**config.mk**
```make
export PLATFORM = sky130hd
export DESIGN_NAME = led_controller
export DESIGN_NICKNAME = d
export VERILOG_FILES = /design/src/rtl/led_ctrl_pkg.sv /design/src/rtl/led_cmd_decode.sv /design/src/rtl/led_controller.sv
export SDC_FILE = /design/constraint.sdc
export NUM_CORES = 1
export LEC_CHECK = 0
export CAP_MARGIN = 20
export CORE_AREA = 2 2 39 41
export DETAILED_ROUTE_END_ITERATION = 7
export DIE_AREA = 0 0 41 43
export PLACE_DENSITY = 0.56
export SLEW_MARGIN = 20
export SYNTH_ARGS = -nofsm -noshare
export SYNTH_HDL_FRONTEND = slang
export SYNTH_SLANG_ARGS = --single-unit
export TNS_END_PERCENT = 10
```
**constraint.sdc**
```tcl
create_clock -name clk -period 1.1 [get_ports clk]
set_input_delay 0.22 -clock clk [delete_from_list [all_inputs] [get_ports clk]]
set_output_delay 0.22 -clock clk [all_outputs]
set_load 0.03 [all_outputs]
```
**src/rtl/led_ctrl_pkg.sv**
```systemverilog
// Shared definitions for the UART-driven RGB status LED command decoder.
// Latency: n/a (types and constants only).
// Backpressure: n/a.
//
// Contents: ASCII command bytes, the error response byte, the LED operation
// enum and the 3-bit channel mask type (bit 0 = red, 1 = green, 2 = blue).
package led_ctrl_pkg;

    localparam logic [7:0] CMD_R_ON    = 8'h52;  // 'R'
    localparam logic [7:0] CMD_R_OFF   = 8'h72;  // 'r'
    localparam logic [7:0] CMD_G_ON    = 8'h47;  // 'G'
    localparam logic [7:0] CMD_G_OFF   = 8'h67;  // 'g'
    localparam logic [7:0] CMD_B_ON    = 8'h42;  // 'B'
    localparam logic [7:0] CMD_B_OFF   = 8'h62;  // 'b'
    localparam logic [7:0] CMD_ALL_ON  = 8'h57;  // 'W'
    localparam logic [7:0] CMD_ALL_OFF = 8'h58;  // 'X'
    localparam logic [7:0] RESP_ERR    = 8'h3F;  // '?'

    typedef enum logic [1:0] {
        OP_NONE = 2'd0,
        OP_SET  = 2'd1,
        OP_CLR  = 2'd2
    } op_t;

    typedef logic [2:0] chan_mask_t;

    localparam chan_mask_t CH_R   = 3'b001;
    localparam chan_mask_t CH_G   = 3'b010;
    localparam chan_mask_t CH_B   = 3'b100;
    localparam chan_mask_t CH_ALL = 3'b111;

endpackage

```
**src/rtl/led_cmd_decode.sv**
```systemverilog
// Combinational ASCII command decoder: byte -> (op, channel mask, valid).
// Latency: 0 cycles (purely combinational).
// Backpressure: none; output follows input every cycle.
//
// Ports:
//   cmd_byte  in   8  candidate command byte
//   op        out  2  OP_SET / OP_CLR, OP_NONE for unknown bytes
//   mask      out  3  channels addressed by the command
//   valid     out  1  byte is one of the eight known commands
module led_cmd_decode
    import led_ctrl_pkg::*;
(
    input  logic [7:0] cmd_byte,
    output op_t        op,
    output chan_mask_t mask,
    output logic       valid
);

    always_comb begin
        op    = OP_NONE;
        mask  = '0;
        valid = 1'b0;
        case (cmd_byte)
            CMD_R_ON:    begin op = OP_SET; mask = CH_R;   valid = 1'b1; end
            CMD_R_OFF:   begin op = OP_CLR; mask = CH_R;   valid = 1'b1; end
            CMD_G_ON:    begin op = OP_SET; mask = CH_G;   valid = 1'b1; end
            CMD_G_OFF:   begin op = OP_CLR; mask = CH_G;   valid = 1'b1; end
            CMD_B_ON:    begin op = OP_SET; mask = CH_B;   valid = 1'b1; end
            CMD_B_OFF:   begin op = OP_CLR; mask = CH_B;   valid = 1'b1; end
            CMD_ALL_ON:  begin op = OP_SET; mask = CH_ALL; valid = 1'b1; end
            CMD_ALL_OFF: begin op = OP_CLR; mask = CH_ALL; valid = 1'b1; end
            default:     ;
        endcase
    end

endmodule

```
**src/rtl/led_controller.sv**
```systemverilog
// UART command byte -> registered RGB LED states, with error pulse and optional echo.
// Latency: LED/cmd_err update at the edge sampling rx_done; echo tx_start at that same edge if tx_busy=0.
// Backpressure: none on rx (every strobe is consumed); echo waits on tx_busy, latest response wins.
//
// Ports:
//   clk, rst            clock; asynchronous active-high reset
//   rx_byte, rx_done    command byte and its one-cycle valid strobe
//   led_r/g/b           LED pins, inverted when ACTIVE_LOW=1
//   cmd_err             one-cycle pulse after an unknown byte
//   tx_byte, tx_start, tx_busy   echo path, present only with LED_CTRL_ECHO_EN
module led_controller
    import led_ctrl_pkg::*;
#(
    parameter bit ACTIVE_LOW = 1'b0
) (
    input  logic       clk,
    input  logic       rst,
    input  logic [7:0] rx_byte,
    input  logic       rx_done,
    output logic       led_r,
    output logic       led_g,
    output logic       led_b,
    output logic       cmd_err
`ifdef LED_CTRL_ECHO_EN
    ,
    output logic [7:0] tx_byte,
    output logic       tx_start,
    input  logic       tx_busy
`endif
);

    op_t        dec_op;
    chan_mask_t dec_mask;
    logic       dec_valid;
    chan_mask_t led_state;

    led_cmd_decode u_decode (
        .cmd_byte (rx_byte),
        .op       (dec_op),
        .mask     (dec_mask),
        .valid    (dec_valid)
    );

    always_ff @(posedge clk or posedge rst) begin
        if (rst) begin
            led_state <= '0;
            cmd_err   <= 1'b0;
        end else begin
            cmd_err <= rx_done && !dec_valid;
            if (rx_done && dec_valid) begin
                case (dec_op)
                    OP_SET:  led_state <= led_state | dec_mask;
                    OP_CLR:  led_state <= led_state & ~dec_mask;
                    default: ;
                endcase
            end
        end
    end

    // Polarity is applied after the state register so internal state stays "1 = on".
    assign led_r = led_state[0] ^ ACTIVE_LOW;
    assign led_g = led_state[1] ^ ACTIVE_LOW;
    assign led_b = led_state[2] ^ ACTIVE_LOW;

`ifdef LED_CTRL_ECHO_EN
    logic [7:0] resp_byte;
    logic       pend_vld;
    logic [7:0] pend_dat;

    assign resp_byte = dec_valid ? rx_byte : RESP_ERR;

    // A fresh strobe always takes priority over an older pending response,
    // so a response waiting on tx_busy is simply overwritten.
    always_ff @(posedge clk or posedge rst) begin
        if (rst) begin
            tx_byte  <= '0;
            tx_start <= 1'b0;
            pend_vld <= 1'b0;
            pend_dat <= '0;
        end else begin
            tx_start <= 1'b0;
            if (rx_done) begin
                if (!tx_busy) begin
                    tx_start <= 1'b1;
                    tx_byte  <= resp_byte;
                    pend_vld <= 1'b0;
                end else begin
                    pend_vld <= 1'b1;
                    pend_dat <= resp_byte;
                end
            end else if (pend_vld && !tx_busy) begin
                tx_start <= 1'b1;
                tx_byte  <= pend_dat;
                pend_vld <= 1'b0;
            end
        end
    end
`endif

endmodule

```
==> impl_metrics.toml <==
[run_status]
status = "finished with violations"
violations = "negative setup slack"

[sta]
setup-violations-final = 3
slew_headroom_pct = 86.59
min_period_ns = 1.694
fin_ws_ns = -0.5936
finalHoldViolCount = 0
drv_slew = 0
fin_skew_ns = 0
fmax_mhz = 590.5
period_share_pct = 154.0
rsz0062_at_grt = "true"
tightest_slew_ns = 0.2003

[layout]
drive_gt1_share_pct = 56.72
nNetsFinal = 81
area_growth_pct = 81.72
utilization_pct = 47.65
finalInstanceArea_um2 = 659.4
antenna_cells = 0

[floorplanning]
start_util_pct = 26.22
die_area_um2 = 1763
design.portCount = 15
core_um2 = 1384
fp.dieW_um = 41
fp.dieH_um = 43
fp-row-count = 14

[pwr]
ir_drop_mv = 0.7439
p_leak_uw = 0.0002990
power.density_nw_per_um2 = 702.5

[global_route]
grt_pass1_vias = 376
grt_max_degree = 6
grt_pass1_wl_um = 1400
antenna_found_initial = 0
track_usage_pct = 11.67
grt-ovfl-total = 0

[worst_hold_path]
hold_class = "in -> async"

[synth]
postSynthCellCount = 38
synth_seq_cells = 4
syn_avg_cell_area_um2 = 9.549
synth_cell_types = 24
ys_warn_count = 0
syn_nets = 50
yosysSeqAreaShare_pct = 27.59
netlist_area_um2 = 362.8

[critical_path]
slowest_delay_ns = 0.40
cp-startpoint = "rx_byte[0]"
cp.required_ns = 1.25
crit_fanout = 3
start_kind = "input pin"
worst_ep_arrival_time_ns = 1.85
critical_path.most_common_cell = "a21oi_2"
path_cells = "buf_6 -> and2_4 -> nor2b_4 -> o211ai_1 -> a21oi_2 -> ha_1 -> or3b_4 -> a21oi_2 -> mux2i_1"
crit_path_end_kind = "flip-flop"
cpMaxStageDelayCell = "or3b_4"
crit_type = "in -> reg"

[clock_network]
cts_tree = "built"
clk_pin_slew_ns = 0.04
htree_levels = 1
clk-insertion-delay-late_ns = 0.23
cts_buffer_depth = 2
holdBufCountCts = 0
cts-root-buf = "clkbuf_4"
cts_made_buffers = 3
clock_sink_count = 4

[route]
dr.pass1.iters = 1
vias_per_cell = 4.578
avgRoutedWirePerCell_um = 9.277
drc = 0
num_vias = 380
drtAntennaViolNets = 0
wirelength_um = 770
drtIter0Drc = 0

[placed_design]
numPortBuffers = 14
place.gp.congestion = 0.7620
pre_cts_ws_ns = -1.340
place_hpwl_um = 672.5
placed_cell_area_um2 = 610.6

[job]
max_cap_viol_count = 0
==> cells in the final DEF, fill, tap and decap left out, types with 2 or more instances in the layout <==
master / synthesis / layout
a21oi_2: 3 / 4
clkbuf_4: 0 / 3
clkdlybuf4s50_1: 0 / 2
buf_4: 0 / 15
dlygate4sd2_1: 0 / 4
inv_1: 5 / 5
o211ai_1: 2 / 2
buf_6: 0 / 3
dfrtp_1: 4 / 4
mux2i_1: 3 / 3
nor2b_4: 0 / 3
==> cells in the mapped netlist, drive strengths merged <==
cell | n | share of area, %
nand2b | 1 | 3.8
nand2 | 1 | 1.0
o21a | 1 | 2.1
and2 | 1 | 1.7
ha | 1 | 3.4
o31a | 1 | 2.4
nor2 | 2 | 2.8
nand3 | 1 | 1.4
nor3 | 1 | 1.4
and4b | 1 | 2.8
o21ai | 1 | 1.4
nor2b | 3 | 5.9
mux2i | 3 | 8.3
and3b | 1 | 2.4
nand4 | 1 | 5.9
a21oi | 5 | 10
or3b | 1 | 3.1
inv | 5 | 5.2
dfrtp | 4 | 28
o211ai | 3 | 7.6
==> path summary, 6_finish.rpt <==
| path | cells past startpoint | slack [ns] | end |
|---|---|---|---|
| min reg2reg | 2 | 0.52 | flip-flop |
| min in group clk | 5 | 0.50 | cmd_err |
| max reg2reg | 2 | 0.49 | flip-flop |
| min | 2 | 0.16 | async pin |
| max in group asynchronous | 2 | 0.79 | async pin |
| max | 9 | -0.59 | flip-flop |
==> metrics by stage <==
| step | total power (uW) | hold slack, ns | instances | setup TNS, ns |
|---|---|---|---|---|
| 4_1_cts | 474.7 | 0.1634 | 83 | -1.876 |
| 6_report | 463.2 | 0.1642 | 83 | -1.765 |
| 3_5_place_dp | 286.0 | 0.4128 | 80 | -4.569 |
| 5_1_grt | 502.8 | 0.1707 | 83 | -2.030 |
| 3_3_place_gp | 285.6 | 0.4083 | 80 | -4.552 |
| 2_1_floorplan | 198.0 | -0.01392 | 38 | -1.929 |
==> layout make-up <==
type,instances,area [um^2]
clock buffers,3,22.52
fillers,146,724.4
inverters,5,18.77
multi-input cells,29,280.3
flip-flops and latches,4,100.1
well taps,16,20.02
repair buffers,26,217.7
==> report_power, final <==
group          switching, uW  internal (uW)
clock                   53.2            121
combinational           57.7           80.1
sequential             0.527            150
total                    111            352
==> layer usage <==
layer | part of all wire, % | global-route usage [%]
met5 | 0 | 0
met4 | 0 | 2.000
met3 | 5.2 | 6.283
met2 | 50 | 16.88
met1 | 45 | 15.21
==> cells by family after synthesis <==
kind of cell               after synthesis  share of synthesized area [%]
and+or+nand+nor                         14                          32.07
buffers and inverters                    5                          5.173
muxes                                    3                          8.276
DFF                                      4                          27.59
adders and majority gates                1                          3.448
AOI/OAI and AO/OA                       11                          23.45
==> critical path, delay by kind of cell <==
| kind | cells | cell delay, ns |
|---|---|---|
| buffers and inverters | 1 | 0.09 |
| AND/OR/NAND/NOR | 3 | 0.66 |
| AO/OA/AOI/OAI | 3 | 0.41 |
| adder cells (fa/ha/maj) | 1 | 0.27 |
| multiplexers | 1 | 0.19 |
==> what timing repair did <==
item                       4_1_cts  5_1_grt
pin swaps                        7        4
setup endpoints to repair        4        4
cloned                           0        0
hold endpoints to repair         0        0
buffers inserted                 0        0
resized for setup               28        2
Note: power is estimated with default switching activity, not from simulation.
